<file path="src/rtl/fetch_unit.sv">
// ---------------------------------------------------------------------------
// fetch_unit
//   Instruction fetch sequencer. Fetches one instruction at a time from a
//   synchronous instruction memory (1-cycle read latency), presents it to the
//   decoder with a valid/ready handshake, and steps the PC sequentially, to a
//   branch target, or stops on HALT. Counts retired (accepted) instructions.
//
// Ports
//   clk, reset           clock; synchronous active-low reset
//   start, start_addr    one-cycle launch pulse and first PC (IDLE/HALTED only)
//   imem_en, imem_addr   memory read request (imem_addr always equals pc)
//   imem_rdata           memory read data, valid the cycle after imem_en
//   instr_out, pc_out    registered instruction and its address
//   instr_valid          instr_out/pc_out valid
//   instr_ready          decoder accepts this cycle
//   branch, branch_taken, branch_target, halt
//                        decoder feedback, only sampled on accept
//   done                 program has halted
//   instr_count          saturating count of accepted instructions
// ---------------------------------------------------------------------------
module fetch_unit #(
    parameter int PC_WIDTH    = 8,
    parameter int INSTR_WIDTH = 9,
    parameter int CNT_WIDTH   = 16
) (
    input  logic                   clk,
    input  logic                   reset,
    input  logic                   start,
    input  logic [PC_WIDTH-1:0]    start_addr,
    output logic                   imem_en,
    output logic [PC_WIDTH-1:0]    imem_addr,
    input  logic [INSTR_WIDTH-1:0] imem_rdata,
    output logic [INSTR_WIDTH-1:0] instr_out,
    output logic                   instr_valid,
    input  logic                   instr_ready,
    output logic [PC_WIDTH-1:0]    pc_out,
    input  logic                   branch,
    input  logic                   branch_taken,
    input  logic [PC_WIDTH-1:0]    branch_target,
    input  logic                   halt,
    output logic                   done,
    output logic [CNT_WIDTH-1:0]   instr_count
);

    typedef enum logic [2:0] {IDLE, FETCH, LATCH, ISSUE, HALTED} state_t;

    state_t              state;
    logic [PC_WIDTH-1:0] pc;

    assign imem_addr = pc;

    // imem_en and done are registered: they are set on the transition into
    // FETCH / HALTED so they are high for exactly the cycles spent there.
    always_ff @(posedge clk) begin
        if (!reset) begin
            state       <= IDLE;
            pc          <= '0;
            instr_out   <= '0;
            pc_out      <= '0;
            instr_valid <= 1'b0;
            imem_en     <= 1'b0;
            done        <= 1'b0;
            instr_count <= '0;
        end else begin
            case (state)
                IDLE, HALTED: begin
                    if (start) begin
                        pc          <= start_addr;
                        instr_count <= '0;
                        done        <= 1'b0;
                        imem_en     <= 1'b1;
                        state       <= FETCH;
                    end
                end
                FETCH: begin
                    // Read issued this cycle; data lands during LATCH.
                    imem_en <= 1'b0;
                    state   <= LATCH;
                end
                LATCH: begin
                    instr_out   <= imem_rdata;
                    pc_out      <= pc;
                    instr_valid <= 1'b1;
                    state       <= ISSUE;
                end
                ISSUE: begin
                    if (instr_ready) begin
                        instr_valid <= 1'b0;
                        if (instr_count != {CNT_WIDTH{1'b1}})
                            instr_count <= instr_count + 1'b1;
                        // HALT wins over a simultaneously flagged branch.
                        if (halt) begin
                            done  <= 1'b1;
                            state <= HALTED;
                        end else begin
                            if (branch && branch_taken)
                                pc <= branch_target;
                            else
                                pc <= pc + 1'b1;
                            imem_en <= 1'b1;
                            state   <= FETCH;
                        end
                    end
                end
                default: state <= IDLE;
            endcase
        end
    end

endmodule

</file>
<file path="config.mk">
export PLATFORM = sky130hd
export DESIGN_NAME = fetch_unit
export DESIGN_NICKNAME = d
export VERILOG_FILES = /design/src/rtl/fetch_unit.sv
export SDC_FILE = /design/constraint.sdc
export NUM_CORES = 1
export LEC_CHECK = 0
export CAP_MARGIN = 20
export CORE_MARGIN = 1
export CORE_UTILIZATION = 41
export CTS_CLUSTER_SIZE = 24
export DETAILED_ROUTE_END_ITERATION = 7
export GPL_TIMING_DRIVEN = 0
export HOLD_SLACK_MARGIN = 0.05
export PLACE_DENSITY = 0.74
export SLEW_MARGIN = 30
export SYNTH_ARGS = -nofsm -noshare
export SYNTH_HDL_FRONTEND = slang
export SYNTH_SLANG_ARGS = --single-unit
</file>
<file path="constraint.sdc">
create_clock -name clk -period 1.7 [get_ports clk]
set_clock_uncertainty 0.05 [all_clocks]
set_input_delay 0.255 -clock clk [delete_from_list [all_inputs] [get_ports clk]]
set_output_delay 0.255 -clock clk [all_outputs]
set_load 0.02 [all_outputs]
</file>
==> impl_metrics.toml <==
[placed_design]
post_dp_cell_area_mm2 = 0.003122
portBuffers = 74
gp_congestion = 0.8731
place_hpwl_um = 4415

[status]
violations = "negative setup slack"
run_status = "finished, violations left"

[yosys]
synth_nets = 318
avgSynthCellArea_um2 = 8.071
ys_ff_latch = 47
yosys_most_used_dff = "dfxtp_1"
synth_edf_count = 0
synthArstFlopShare = 0
synth_simple_gate_area_frac = 0.2680
yosys-top-cells-area = "dfxtp_1 41%, a21oi_1 8.7%, nand2_1 8.0%"
synthMuxAreaShare = 0.01310
synth_area_leader_cell = "dfxtp_1"
ys_types = 45
yosys.area_share.adder = 0.01092
synth-xor-area-share = 0.04967
ys_seq_area_frac = 0.4105
synth_top_family_by_area = "simple AND/OR/NAND/NOR gates"
yosys_warnings = 0
synth_compound_area_frac = 0.1949
syn-cell-area_mm2 = 0.002292
synth_top_area_frac = 0.4105
syn_inst = 284

[setup_path]
crit_fanout = 10
critPathCaptureType = "flip-flop"
reg2reg_depth = 6
required_ns = 1.88
crit_type = "flip-flop to flip-flop"
r2r_slack_ns = -0.01
r2r-end = "instr_count[5]"
startpoint = "state[2]"
cp.arrival_ns = 1.89
critPathLaunchType = "flip-flop"
r2r_start = "state[2]"

[sta]
period_needed_ns = 1.710
fmax_ghz = 0.5848
worst_slew_pin_slew_ns = 0.5157
maxSlewViolCount = 0
finalSetupViolations = 3
period_share = 1.006
hold_violations = 0
hold-worst-slack_ns = 0.1906
setup_slack_ns = -0.01013
relSlewSlack = 0.6562
rsz0062_at_grt = "true"

[cells_and_area]
diodes = 0
post-route-util = 0.6455
syn2layout_area_growth_pct = 47.49
drive_gt1_frac = 0.1568
fill_cells = 462
nNetsFinal = 403
final_cell_mix = "61 x clkdlybuf4s50_1, 48 x nand2_1, 39 x a21oi_1"
final_area_mm2 = 0.003381
layout_commonest_cell = "clkdlybuf4s50_1"

[global_routing]
antenna_found_initial = 0
track_usage = 0.2072
grt_pass1_wl_um = 9942
overflow = 0
grt_pass1_vias = 2115
grt_max_degree = 15

[clock_network]
clockRootBuffer = "clkbuf_8"
clk_path_buf_depth = 2
htree_levels = 2
numCtsBuffers = 5
cts_tree = "built"
cts.sink_count = 47
clk-insertion-delay-late_ns = 0.30
clkTransAtPathRegs_ns = 0.09

[power]
finalPower_uw = 2735
leakagePower_uw = 0.001266
powerDensity_mw_per_mm2 = 809.1
ir_worst_vdd_mv = 0.4340

[die]
die-area_mm2 = 0.005894
die_w_um = 76.77
fp-row-count = 26
initial_core_util = 0.4376
io_pins = 76
core_mm2 = 0.005238
die_h_um = 76.77

[routing]
wl_um = 6185
firstDrtPassIters = 4
drtAntennaViolNets = 0
wl_per_cell_um = 14.06
via_per_inst = 5.361
num_vias = 2359
route.detailed.drc = 0
drt-initial-drc-count = 65

[worst_hold_path]
hp-class = "input port to flip-flop"
hold-path-endpoint = "imem_addr[3]"
min_from = "reset"
hold_depth = 3

[job]
cap_violations = 0
## flip-flops by register name, indices dropped and copies added (netlist names)
signal       count
imem_addr        8
pc_out           8
imem_en          1
state            3
done             1
instr_out        9
instr_valid      1
instr_count     16
## cells by family (layout without fill, tap and decap cells)
family	after synthesis	count (layout)
AND/OR/NAND/NOR	119	119
AO/OA/AOI/OAI	80	80
flip-flops	47	47
buffers and inverters	20	106
XOR/XNOR	13	13
multiplexers	3	3
adder cells (fa/ha/maj)	2	2
## layout make-up
class	count	area, um^2	area share
Clock inverter	2	35.03	0.01036
Buffer	13	101.3	0.02998
Clock buffer	6	82.58	0.02443
Sequential cell	47	958.4	0.2835
Inverter	5	18.77	0.005551
Tap cell	70	87.58	0.02591
Timing Repair Buffer	80	788.3	0.2332
Multi-Input combinational cell	217	1309	0.3871
## metal layers
metal / global-route usage / wire [um] / up-vias
li1: - / - / 1178
met3: 0.04286 / 291 / 6
met4: 0.06731 / 60 / 0
met5: 0 / 0 / -
met1: 0.2825 / 2851 / 1117
met2: 0.3241 / 2981 / 58
## report_power, final
part	total (uW)	internal, uW	switching (uW)
clock	851	476	375
combinational	640	302	338
sequential	1240	1170	77.3
## stage by stage
step	worst slack, ns	std cells	setup TNS [ns]
detailed placement	-0.4601	428	-8.793
floorplan	0.004057	284	0
global placement	-0.4759	428	-8.663
global route	-0.1026	440	-0.8283
finish	-0.01013	440	-0.01648
CTS	-0.006434	437	-0.006434
## worst max-delay path: stages, from the launching register on
cell and delay (ns):
dfxtp_1 0.31, buf_6 0.13, nand4b_1 0.28, nand2_4 0.18, o21ai_2 0.08, or4b_1 0.46, a21oi_1 0.15
## cells in the mapped netlist (3+ instances only)
cell type and count:
nand2_1 49, dfxtp_1 47, a21oi_1 40, o21ai_0 26, nor2_1 20, nand3_1 9, xnor2_1 7, a31oi_1 6
clkbuf_1 6, xor2_1 6, inv_1 4, nand4_1 4, nor3_1 4, nor4_1 4, or3_1 4, and2_1 3
and4_2 3, buf_2 3, buf_6 3, mux2i_1 3
## timing repair
| item | CTS | global route |
|---|---|---|
| hold buffers | 0 | 0 |
| buffers inserted | 2 | 4 |
| setup endpoints to repair | 39 | 35 |
| pin swaps | 6 | 7 |
| gates resized for setup | 18 | 29 |
## worst max path at each step
stage,end,cells after the start
finish,instr_count[5],6
global placement,instr_count[8],6
floorplan,instr_count[12],5
detailed placement,instr_count[8],6
global route,instr_count[9],7
CTS,instr_count[8],5
No activity file was read; power rests on OpenSTA's default activity.
